--- src/rtl/attenuation_ramp.sv ---
// attenuation_ramp: per-channel attenuation targets loaded from a serial
// frame carried on a qualified control byte, with every channel's current
// value ramping one LSB per divider period toward its target. A separate
// control byte sets the registered mute flag.
module attenuation_ramp #(
  parameter int NUM_CH   = 2,
  parameter int ATT_W    = 6,
  parameter int CMD_W    = 2,
  parameter int RAMP_DIV = 16
) (
  input  logic                    clk,
  input  logic                    reset_n,
  input  logic                    data_valid,
  input  logic [7:0]              data,
  output logic                    is_muted,
  output logic [NUM_CH*ATT_W-1:0] ch_db,
  output logic                    db_val_valid,
  output logic                    ramp_busy,
  output logic                    frame_err
);

  localparam int FRAME_LEN = 3 + CMD_W + ATT_W;
  localparam int CNT_W     = $clog2(FRAME_LEN + 1);
  localparam int DIV_W     = (RAMP_DIV > 1) ? $clog2(RAMP_DIV) : 1;

  typedef enum logic [1:0] {
    IDLE  = 2'd0,
    SHIFT = 2'd1,
    FULL  = 2'd2
  } dec_state_e;

  // ---------------------------------------------------------------------
  // Byte classification
  // ---------------------------------------------------------------------
  logic is_muted_q, is_muted_d;
  logic prev_sclk_q, prev_sclk_d;

  logic ctl_byte;    // mute-control byte (data[4]=1)
  logic frame_byte;  // byte that feeds the serial decoder
  logic bit_evt;     // rising SCLK seen across successive frame bytes
  logic commit_evt;  // LATCH with SCLK low

  assign ctl_byte   = data_valid & data[4];
  assign frame_byte = data_valid & ~data[4];
  assign bit_evt    = frame_byte & data[2] & ~prev_sclk_q;
  assign commit_evt = frame_byte & data[0] & ~data[2];

  // Mute flag follows data[0] of control bytes; SCLK history only tracks
  // frame bytes so a mute byte can never fake or hide an edge.
  always_comb begin
    is_muted_d  = is_muted_q;
    prev_sclk_d = prev_sclk_q;
    if (ctl_byte) begin
      is_muted_d = data[0];
    end
    if (frame_byte) begin
      prev_sclk_d = data[2];
    end
  end

  // Mute and SCLK history registers.
  always_ff @(posedge clk or negedge reset_n) begin
    if (!reset_n) begin
      is_muted_q  <= 1'b0;
      prev_sclk_q <= 1'b0;
    end else begin
      is_muted_q  <= is_muted_d;
      prev_sclk_q <= prev_sclk_d;
    end
  end

  // ---------------------------------------------------------------------
  // Serial frame decoder
  // ---------------------------------------------------------------------
  dec_state_e           state_q, state_d;
  logic [CNT_W-1:0]     cnt_q, cnt_d;
  logic [FRAME_LEN-1:0] shreg_q, shreg_d;
  logic [FRAME_LEN-1:0] shifted;
  logic [CMD_W-1:0]     cmd_fld;
  logic [ATT_W-1:0]     att_fld;
  logic                 cmd_ok;
  logic                 commit_full;
  logic                 err_d;

  // Shift register holds header, cmd and attenuation MSB first; once full
  // the payload occupies the low CMD_W+ATT_W bits.
  assign shifted = {shreg_q[FRAME_LEN-2:0], data[1]};
  assign cmd_fld = shreg_q[ATT_W +: CMD_W];
  assign att_fld = shreg_q[ATT_W-1:0];
  assign cmd_ok  = (cmd_fld == {CMD_W{1'b1}}) ||
                   ((cmd_fld != '0) && (cmd_fld <= CMD_W'(NUM_CH)));

  // Decoder next state: counts bits, checks the header after three bits,
  // and turns overflow, early commit or bad cmd into a frame error.
  always_comb begin
    state_d     = state_q;
    cnt_d       = cnt_q;
    shreg_d     = shreg_q;
    err_d       = 1'b0;
    commit_full = 1'b0;
    case (state_q)
      IDLE: begin
        if (bit_evt) begin
          shreg_d = {{(FRAME_LEN-1){1'b0}}, data[1]};
          cnt_d   = CNT_W'(1);
          state_d = SHIFT;
        end
      end
      SHIFT: begin
        if (bit_evt) begin
          shreg_d = shifted;
          cnt_d   = cnt_q + 1'b1;
          if ((cnt_q == CNT_W'(2)) && (shifted[2:0] != 3'b111)) begin
            err_d   = 1'b1;
            cnt_d   = '0;
            state_d = IDLE;
          end else if (cnt_q == CNT_W'(FRAME_LEN - 1)) begin
            state_d = FULL;
          end
        end else if (commit_evt) begin
          err_d   = 1'b1;
          cnt_d   = '0;
          state_d = IDLE;
        end
      end
      FULL: begin
        if (bit_evt) begin
          err_d   = 1'b1;
          cnt_d   = '0;
          state_d = IDLE;
        end else if (commit_evt) begin
          commit_full = 1'b1;
          err_d       = ~cmd_ok;
          cnt_d       = '0;
          state_d     = IDLE;
        end
      end
      default: begin
        cnt_d   = '0;
        state_d = IDLE;
      end
    endcase
  end

  // Decoder state registers; a reset discards any partial frame.
  always_ff @(posedge clk or negedge reset_n) begin
    if (!reset_n) begin
      state_q <= IDLE;
      cnt_q   <= '0;
      shreg_q <= '0;
    end else begin
      state_q <= state_d;
      cnt_q   <= cnt_d;
      shreg_q <= shreg_d;
    end
  end

  // ---------------------------------------------------------------------
  // Ramp divider shared by all channels
  // ---------------------------------------------------------------------
  logic [DIV_W-1:0] div_q, div_d;
  logic             tick;

  assign tick = (div_q == DIV_W'(RAMP_DIV - 1));

  // Free-running 0..RAMP_DIV-1 counter; tick marks the ramp step.
  always_comb begin
    div_d = div_q + 1'b1;
    if (tick) begin
      div_d = '0;
    end
  end

  // Divider register.
  always_ff @(posedge clk or negedge reset_n) begin
    if (!reset_n) begin
      div_q <= '0;
    end else begin
      div_q <= div_d;
    end
  end

  // ---------------------------------------------------------------------
  // Per-channel target and current value
  // ---------------------------------------------------------------------
  logic [NUM_CH-1:0] busy_vec;
  logic [NUM_CH-1:0] chg_vec;

  genvar gi;
  generate
    for (gi = 0; gi < NUM_CH; gi++) begin : g_ch
      logic [ATT_W-1:0] tgt_q, tgt_d;
      logic [ATT_W-1:0] cur_q, cur_d;
      logic             load;

      assign load = commit_full &&
                    ((cmd_fld == {CMD_W{1'b1}}) || (cmd_fld == CMD_W'(gi + 1)));

      // Target loads on commit; current steps one LSB toward the target
      // seen before this edge, so a new target redirects the ramp from
      // wherever it currently is.
      always_comb begin
        tgt_d = tgt_q;
        cur_d = cur_q;
        if (load) begin
          tgt_d = att_fld;
        end
        if (tick) begin
          if (cur_q < tgt_q) begin
            cur_d = cur_q + 1'b1;
          end else if (cur_q > tgt_q) begin
            cur_d = cur_q - 1'b1;
          end
        end
      end

      // Channel target/current registers.
      always_ff @(posedge clk or negedge reset_n) begin
        if (!reset_n) begin
          tgt_q <= '0;
          cur_q <= '0;
        end else begin
          tgt_q <= tgt_d;
          cur_q <= cur_d;
        end
      end

      assign busy_vec[gi]                = (cur_q != tgt_q);
      assign chg_vec[gi]                 = tick && (cur_q != tgt_q);
      assign ch_db[gi*ATT_W +: ATT_W]    = cur_q;
    end
  endgenerate

  // ---------------------------------------------------------------------
  // Status pulses
  // ---------------------------------------------------------------------
  logic db_val_valid_q, db_val_valid_d;
  logic frame_err_q;

  assign db_val_valid_d = |chg_vec;

  // Change and error pulses are registered so they line up with the
  // ch_db value / decoder state they describe.
  always_ff @(posedge clk or negedge reset_n) begin
    if (!reset_n) begin
      db_val_valid_q <= 1'b0;
      frame_err_q    <= 1'b0;
    end else begin
      db_val_valid_q <= db_val_valid_d;
      frame_err_q    <= err_d;
    end
  end

  assign is_muted     = is_muted_q;
  assign db_val_valid = db_val_valid_q;
  assign frame_err    = frame_err_q;
  assign ramp_busy    = |busy_vec;

  // Byte bits with no function, and the header MSB which never leaves the
  // top of the shift register.
  logic unused_bits;
  assign unused_bits = ^{data[7:5], data[3], shreg_q[FRAME_LEN-1]};

endmodule

--- config.mk ---
export PLATFORM = sky130hd
export DESIGN_NAME = attenuation_ramp
export DESIGN_NICKNAME = d
export VERILOG_FILES = /design/src/rtl/attenuation_ramp.sv
export SDC_FILE = /design/constraint.sdc
export NUM_CORES = 1
export LEC_CHECK = 0
export ABC_AREA = 1
export CAP_MARGIN = 20
export CORE_ASPECT_RATIO = 0.75
export CORE_MARGIN = 3
export CORE_UTILIZATION = 64
export CTS_BUF_LIST = sky130_fd_sc_hd__clkbuf_4
export DETAILED_ROUTE_END_ITERATION = 10
export PLACE_DENSITY = 0.88
export SYNTH_ARGS = -nofsm -noshare
export SYNTH_HDL_FRONTEND = slang
export SYNTH_SLANG_ARGS = --single-unit
--- constraint.sdc ---
create_clock -name clk -period 4.11 [get_ports clk]
set_clock_uncertainty 0.1 [all_clocks]
set_input_delay 0.822 -clock clk [delete_from_list [all_inputs] [get_ports clk]]
set_output_delay 0.822 -clock clk [all_outputs]
set_load 0.02 [all_outputs]
-- After elaboration in Yosys (flattened, before gate mapping)
Index checks and enable logic that the tools add are counted.
- add/subtract/negate cells: 6
- $mul: 0
- divide/modulo/power cells: 0
- magnitude comparators: 5
- equality and inequality tests: 14
- shifts and indexed selects: 0
- muxes and demuxes: 29
- bitwise logic cells: 10
- reduce and logical (&&, ||, !) cells: 20
- operators by type and width (cell ; count):
    two-way mux 4 bit ; 6
    two-way mux 6 bit ; 4
    two-way mux 8 bit ; 2
    one-hot mux 8 bit (2 select lines) ; 1
    adder 6 x 1 -> 6 bit, second input constant ; 2
    > comparator 6 bit ; 2
    less-than comparator 6 bit ; 2
    two-way mux 2 bit ; 6
    != test 6 bit ; 2
    one-hot mux 4 bit (3 select lines) ; 1
    subtractor 6 x 1 -> 6 bit, second input constant ; 2
    adder 4 x 1 -> 4 bit, second input constant ; 2
    equality test 4 bit, second input constant ; 2
    nonzero test 2 bit ; 4
    two-way mux 1 bit ; 7
    bitwise AND 1 bit ; 6
    equality test 2 bit, second input constant ; 3
    logical AND 1 bit ; 6
    one-hot mux 2 bit (3 select lines) ; 1
    AND reduction 2 bit ; 3
    equality test 2 x 1 -> 1 bit, second input constant ; 2
    equality test 4 x 2 -> 1 bit, second input constant ; 1
    != test 2 bit, second input constant ; 2
    != test 4 bit, second input constant ; 1
    8 further kinds ; 14
- bits in registers: 46
- bits in latches: 0
- memory bits (writable): 0
- ROM bits: 0
- bits of input ports: 11
- logic and storage cells: 96
- memories kept: 0

-- Logic depth before layout (Yosys ltp)
Gate-level depths: netlist (run 1).
- word-level depth: 8
- mapped depth: 16
- gate-level depth less buffers: 16

-- Worst setup path before layout (run 1)
Ideal clock, no wire load.
- path kind: flip-flop to flip-flop
- start: reg g_ch[1].cur_q[5]
- end: reg g_ch[1].cur_q[5]
- library setup time: 0.117 ns
- arrival: 2.233 ns
- data required time: 3.893 ns
- slack: 1.660 ns
- stages on the path, launching flop included: 13
- period minus slack after synthesis: 2.450 ns
- path through: dfrtp_1 -> ha_1 -> a21oi_1 -> nand3_1 -> ha_1 -> a21oi_1 -> nand2_1 -> a21boi_0 -> inv_1 -> nand2_1 -> nand2_1 -> nand2_1 -> nand2_1
- word-level cells in the longest chain between the ends: 3
- elaborated cells on any way between the ends: 8
- those cells by class: add/sub: 2; order compare: 2; mux: 2; reduce/logical: 2
- RTL lines (item ; RTL line ; RTL):
    from (decl) ; 193 ; logic [ATT_W-1:0] cur_q, cur_d;
    from (signal assigned) ; 224 ; cur_q <= cur_d;
    subtractor 6 x 1 -> 6 bit, or another cell as far along ; 212 ; cur_d = cur_q - 1'b1;
    two-way mux 6 bit or nonzero test 2 bit (tied branches) ; - ;
    two-way mux 6 bit or AND reduction 2 bit (tied branches) ; - ;
Several ways; a longest one is shown, not always the timed one. The select of a mux whose other input is x is not followed.
A chain may end at the register's enable or synchronous reset.

-- Worst setup path in the final report (run 1)
- start: reg g_ch[1].cur_q[5]
- end: out ramp_busy
- word-level cells in the longest chain between the ends: 2
- RTL lines (item ; RTL line ; RTL):
    != test 6 bit ; 228 ; assign busy_vec[gi] = (cur_q != tgt_q);
    OR reduction 2 bit ; 257 ; assign ramp_busy = |busy_vec;
    to (decl) ; 18 ; output logic ramp_busy,
No other way between the ends.

==> run summary, run 1 <==
Final ANT Viol Nets = 0
Worst slew margin = 70.7%
Mapped Nets = 358
Finish-stage setup viols = 0
Kind of critical path = flip-flop to primary output
Starting Density = 70.1%
Placed inst area = 2990 µm²
I/O Buffers = 22
Critical Path Source Type = flip-flop
Routed WL per cell = 13.2 µm
Async S/R FF share, synth = 100%
Final min period = 3.09 ns
# IOs = 27
Worst setup margin = 1.02 ns
Setup TNS = 0 ns
Worst VDD drop = 321 µV
Avg Inst Size Synth = 8.54 µm²
# diodes = 0
Clk_lat worst skew = 0.37 ns
Hold Buf Count CTS = 0
Critical path data arrival time = 2.17 ns
PostCTS Resize Cnt = 0
Vias in the first global route = 2100
Worst-path clk slew = 0.13 ns
Avg Vias per Cell = 5.39
Routed WL = 5.26 mm
Top post-synthesis cells by area = dfrtp_1 42%, ha_1 12%, nand2_1 11%, inv_1 7.5%, nand3_1 3.3%
Pre-CTS setup slack = 1.39 ns
FP Rows = 19
Pin slew with the least headroom to its limit = 0.438 ns
DRC = 0
NumNets Final = 386
Drt initial violations = 110
P&R area growth vs syn = 12.2%
RSZ-0062 raised after global routing = false
Leading cell type in the layout, fill and taps excluded = nand2_1
Dominant cell type by area after synthesis = dfrtp_1
Synth Instances = 318
Core Region = 3870 µm²
Ratio of cells with drive above 1 in the final layout = 7.54%
Die Area = 5070 µm²
Prevailing post-synth register cell = dfrtp_1
Via count = 2138
Critical path endpoint category = primary output
First-pass GRT wire length = 9.18 mm
Tcrit/Tclk final = 75.2%
Antenna violations before repair = 0
Cts bufs inserted = 5
Seq cells post-synth = 46
Iteration count of the initial detailed-routing pass = 4
Placer congestion estimate = 0.803
Die height = 62.4 µm
GRT Total Usage = 23.2%
PwrDens = 322 nW/µm²
Grt ovf = 0
Synth top area share = 42.4%
DPL Wire Length = 4.16 mm
Clock Path Buffers = 2
Synth unique cells = 30
Fmax = 324 MHz
Final count of hold timing violations = 0
Slew Limit Fails = 0
Sequential area share after synthesis = 42.4%
DIE WIDTH = 81.2 µm
Synthesized area = 2720 µm²
Post-CTS setup buffers = 0
CTS tree = done
Critical-path maximum fanout = 5
Clk Tree Root Cell = clkbuf_4
EDFF count, synth = 0
Class of the worst hold path = primary input to async pin
H-tree Lvls = 2
Clk sinks = 46
Final instance area = 3050 µm²
Most frequent cells in the layout = 77 x nand2_1, 54 x inv_1, 46 x dfrtp_1, 27 x ha_1, 21 x clkdlybuf4s50_1
Maxcap violations = 0
Status = finished clean
Yosys warnings = 0
Worst Path Required = 3.19 ns
Largest net degree at the start of global routing = 47
Pleak = 1.55 nW
==> metal layers <==
layer / track usage, % / wire length, µm / vias to the layer above
li1: - / - / 1079
met2: 37.1 / 2520 / 48
met3: 6.05 / 236 / 13
met1: 30.8 / 2410 / 998
met4: 7.17 / 84 / 0
met5: 0 / 0 / -
==> final timing paths <==
| check | start | endpoint | slack [ns] | depth (start not counted) |
|---|---|---|---|---|
| max | g_ch[1].cur_q[5]$_DFFE_PN0P_ | ramp_busy | 1.02 | 6 |
| min | reset_n | g_ch[0].cur_q[1]$_DFFE_PN0P_ | 0.14 | 1 |
| max reg2reg | g_ch[0].cur_q[5]$_DFFE_PN0P_ | g_ch[0].cur_q[5]$_DFFE_PN0P_ | 1.35 | 14 |
| min reg2reg | g_ch[0].tgt_q[3]$_DFFE_PN0P_ | g_ch[0].tgt_q[3]$_DFFE_PN0P_ | 0.40 | 2 |
| max in group asynchronous | reset_n | prev_sclk_q$_DFFE_PN0N_ | 3.35 | 2 |
| min in group clk | g_ch[0].tgt_q[3]$_DFFE_PN0P_ | g_ch[0].tgt_q[3]$_DFFE_PN0P_ | 0.40 | 2 |
==> registers in the layout, indices dropped and copies added, names as in the netlist <==
| signal | flops |
|---|---|
| frame_err | 1 |
| prev_sclk_q | 1 |
| g_ch.tgt_q | 12 |
| shreg_q | 8 |
| g_ch.cur_q | 12 |
| state_q | 2 |
| cnt_q | 4 |
| db_val_valid | 1 |
| is_muted | 1 |
| div_q | 4 |
==> where the power goes <==
part	internal, mW	switching [mW]
logic	0.0797	0.172
registers	0.503	0.0279
clock network	0.0586	0.139
total	0.641	0.339
==> through the flow <==
stage | utilization, % | hold WS (ns) | cells | power [mW]
floorplan | - | 0.359 | 318 | 0.713
global placement | 77.1 | 0.374 | 390 | 0.767
detailed placement | 77.1 | 0.378 | 390 | 0.788
CTS | 78.1 | 0.406 | 396 | 0.985
global route | 78.7 | 0.120 | 397 | 1.05
finish | 78.7 | 0.136 | 397 | 0.980
==> worst max-delay path: stages (launching register included) <==
cell and delay [ns]:
dfrtp_1 0.45, ha_1 0.32, nand2_1 0.08, nor2_1 0.14
and3_1 0.21, nand2_1 0.07, clkdlybuf4s50_1 0.53
==> cells by family (layout without fill, tap and decap cells) <==
logic type / count (synthesis) / in the layout / share of synthesized area (%)
xor gates and xnor gates: 11 / 11 / 3.55
buffers and inverters: 58 / 85 / 8.11
AOI/OAI and AO/OA: 53 / 53 / 11.1
and+or+nand+nor: 121 / 121 / 21.0
DFF: 46 / 46 / 42.4
adders and majority gates: 29 / 29 / 13.9
==> area by class of cell <==
cell class                      count  area (µm²)
Clock buffer                        5        37.5
Clock inverter                      1        3.75
Fill cell                         267         827
Inverter                           56         210
Multi-Input combinational cell    214        1350
Sequential cell                    46        1150
Tap cell                           52        65.1
Timing Repair Buffer               23         235
==> cells in the mapped netlist (2+ instances only) <==
library cell   n
o22ai_1        8
o21ai_0       10
nor2_4         3
nand2_2        4
o21ai_2        2
inv_1         54
ha_1          27
o21ai_1       15
fa_1           2
dfrtp_1       46
nand2_1       77
nand3_1       18
xnor2_1        4
a21boi_0       2
buf_2          2
a21oi_1       13
xor2_1         7
inv_2          2
and3_1         2
nor2_1         7
nand4_1        4
(Power assumes the default switching activity.)
==> run 2, diff against run 1 <==
- CORE_UTILIZATION: 64 -> 59
- PLACE_DENSITY: 0.88 -> 0.82
- clock period: 4.11 -> 2.9 ns (I/O delays scaled with it)
==> run 2 against run 1 <==
Sequential share of layout area is 0.67 points lower. Critical path depth grew 8. First-iteration DRC count up 16%. Largest power group unchanged.
==> run summary, run 2 (synthesized netlist as in run 1, its figures left out) <==
Status = finished clean
Pin slew with the least headroom to its limit = 0.435 ns
Vias in the first global route = 1927
Post-CTS setup buffers = 0
Critical Path Source Type = flip-flop
Final min period = 2.65 ns
Largest net degree at the start of global routing = 32
Tcrit/Tclk final = 91.4%
Fill count = 325
# IOs = 27
Slew Limit Fails = 0
Worst Path Required = 3.06 ns
NumNets Final = 387
Slowest stage delay, CP = 0.44 ns
Worst slew margin = 70.9%
Final count of hold timing violations = 0
Placer congestion estimate = 0.842
Die Area = 5460 µm²
CTS tree = done
Fmax = 377 MHz
P&R area growth vs syn = 14.2%
Core Region = 4230 µm²
Finish-stage setup viols = 0
Via count = 2079
Clk_lat worst skew = 0.36 ns
Class of the worst hold path = flip-flop to flip-flop
FP Rows = 20
DIE WIDTH = 84.4 µm
Critical path's slowest cell = dfrtp_1
Maxcap violations = 0
I/O Buffers = 22
Critical path endpoint category = flip-flop
CP dominant cell by count = nand2_1
Leading cell type in the layout, fill and taps excluded = nand2_1
GRT Total Usage = 19.9%
Cell Chain, Critical Path = ha_1, nand2_1, nor2_1, nand2_1, nand3_2, ha_1, a21oi_1, nand2_1, a21boi_1, inv_1, nand2_1, nand2_1, nand2_1, nand2_1
Antenna violations before repair = 0
Ratio of cells with drive above 1 in the final layout = 8.91%
RSZ-0062 raised after global routing = false
PwrDens = 485 nW/µm²
Worst-path clk slew = 0.14 ns
Clock Path Buffers = 2
H-tree Lvls = 2
Critical path data arrival time = 2.81 ns
Pleak = 1.59 nW
Cts bufs inserted = 5
Avg Vias per Cell = 5.16
Worst VDD drop = 406 µV
Die height = 64.8 µm
Starting Density = 64.2%
Clk Tree Root Cell = clkbuf_4
Routed WL = 5.01 mm
Routed WL per cell = 12.4 µm
# diodes = 0
Fin util = 73.4%
DRC = 0
Drt initial violations = 128
Critical-path maximum fanout = 7
DPL Wire Length = 3.85 mm
First-pass GRT wire length = 8.65 mm
Most frequent cells in the layout = 77 x nand2_1, 54 x inv_1, 46 x dfrtp_1, 27 x ha_1, 20 x clkdlybuf4s50_1
Kind of critical path = flip-flop to flip-flop
Iteration count of the initial detailed-routing pass = 4
Final ANT Viol Nets = 0
Largest regs = g_ch.cur_q (12), g_ch.tgt_q (12), shreg_q (8)
Setup TNS = 0 ns
Clk sinks = 46
Grt ovf = 0
==> run 2: cell types whose count changed in the layout (fill, tap and decap cells not counted), sizes merged <==
cell           change
dlymetal6s2s       +1
clkbuf             +1
bufinv             +1
clkinvlp           +1
clkinv             -1
clkdlybuf4s50      -1
dlygate4sd3        +1
==> run 2: critical path: cells and delay by family, from the launching register on <==
| kind | cells | cell delay (ns) |
|---|---|---|
| compound gates | 2 | 0.40 |
| fa+ha+maj | 2 | 0.73 |
| buf+inv | 1 | 0.07 |
| flops | 1 | 0.44 |
| simple gates | 9 | 0.81 |
==> run 2: cell type report <==
cell class | count | area (µm²) | share of cell area (%)
Multi-Input combinational cell | 214 | 1360 | 43.7
Sequential cell | 46 | 1150 | 37.1
Timing Repair Buffer | 24 | 235 | 7.58
Inverter | 56 | 210 | 6.77
Tap cell | 55 | 68.8 | 2.22
Clock buffer | 6 | 45.0 | 1.45
Clock inverter | 2 | 37.5 | 1.21
==> run 2: power breakdown <==
part | switching, mW | total [mW] | internal, mW | leakage (nW)
clock network | 0.215 | 0.406 | 0.191 | 0.0419
registers | 0.0395 | 0.752 | 0.712 | 0.622
logic | 0.233 | 0.346 | 0.113 | 0.922
total | 0.487 | 1.50 | 1.02 | 1.59
==> run 2: metal layers <==
metal	track usage (%)	share of wire [%]	vias to the layer above
met5	0	0	-
li1	-	-	1083
met2	30.3	43	43
met4	6.13	1.3	0
met3	5.34	4.5	6
met1	27.9	51	947
==> run 2: path summary, 6_finish.rpt <==
kind,startpoint,endpoint,slack (ns),depth (start not counted)
min in group asynchronous,reset_n,div_q[1]$_DFF_PN0_,0.53,2
max in group asynchronous,reset_n,prev_sclk_q$_DFFE_PN0N_,1.46,3
setup reg to reg,g_ch[0].cur_q[5]$_DFFE_PN0P_,g_ch[0].cur_q[5]$_DFFE_PN0P_,0.25,14
hold / removal,div_q[2]$_DFF_PN0_,div_q[2]$_DFF_PN0_,0.41,1
hold reg to reg,div_q[2]$_DFF_PN0_,div_q[2]$_DFF_PN0_,0.41,1
setup / recovery,g_ch[0].cur_q[5]$_DFFE_PN0P_,g_ch[0].cur_q[5]$_DFFE_PN0P_,0.25,14
==> run 2: per-stage QoR <==
step	power (mW)	hold WS (ns)	cell area, µm²	setup slack [ns]	std cells
2_1_floorplan	1.01	0.184	2720	0.450	318
3_5_place_dp	1.11	0.382	3000	0.0929	394
6_report	1.50	0.405	3100	0.248	403
5_1_grt	1.60	0.424	3100	0.0634	403
3_3_place_gp	1.09	0.377	3000	0.254	394
4_1_cts	1.51	0.407	3090	0.0398	403
==> run 2: repair_timing <==
| action | in CTS | in global routing |
|---|---|---|
| hold endpoints to repair | 15 | 0 |
| hold buffers | 1 | 0 |
| setup endpoints to repair | 0 | 3 |
| gates resized for setup | 0 | 4 |
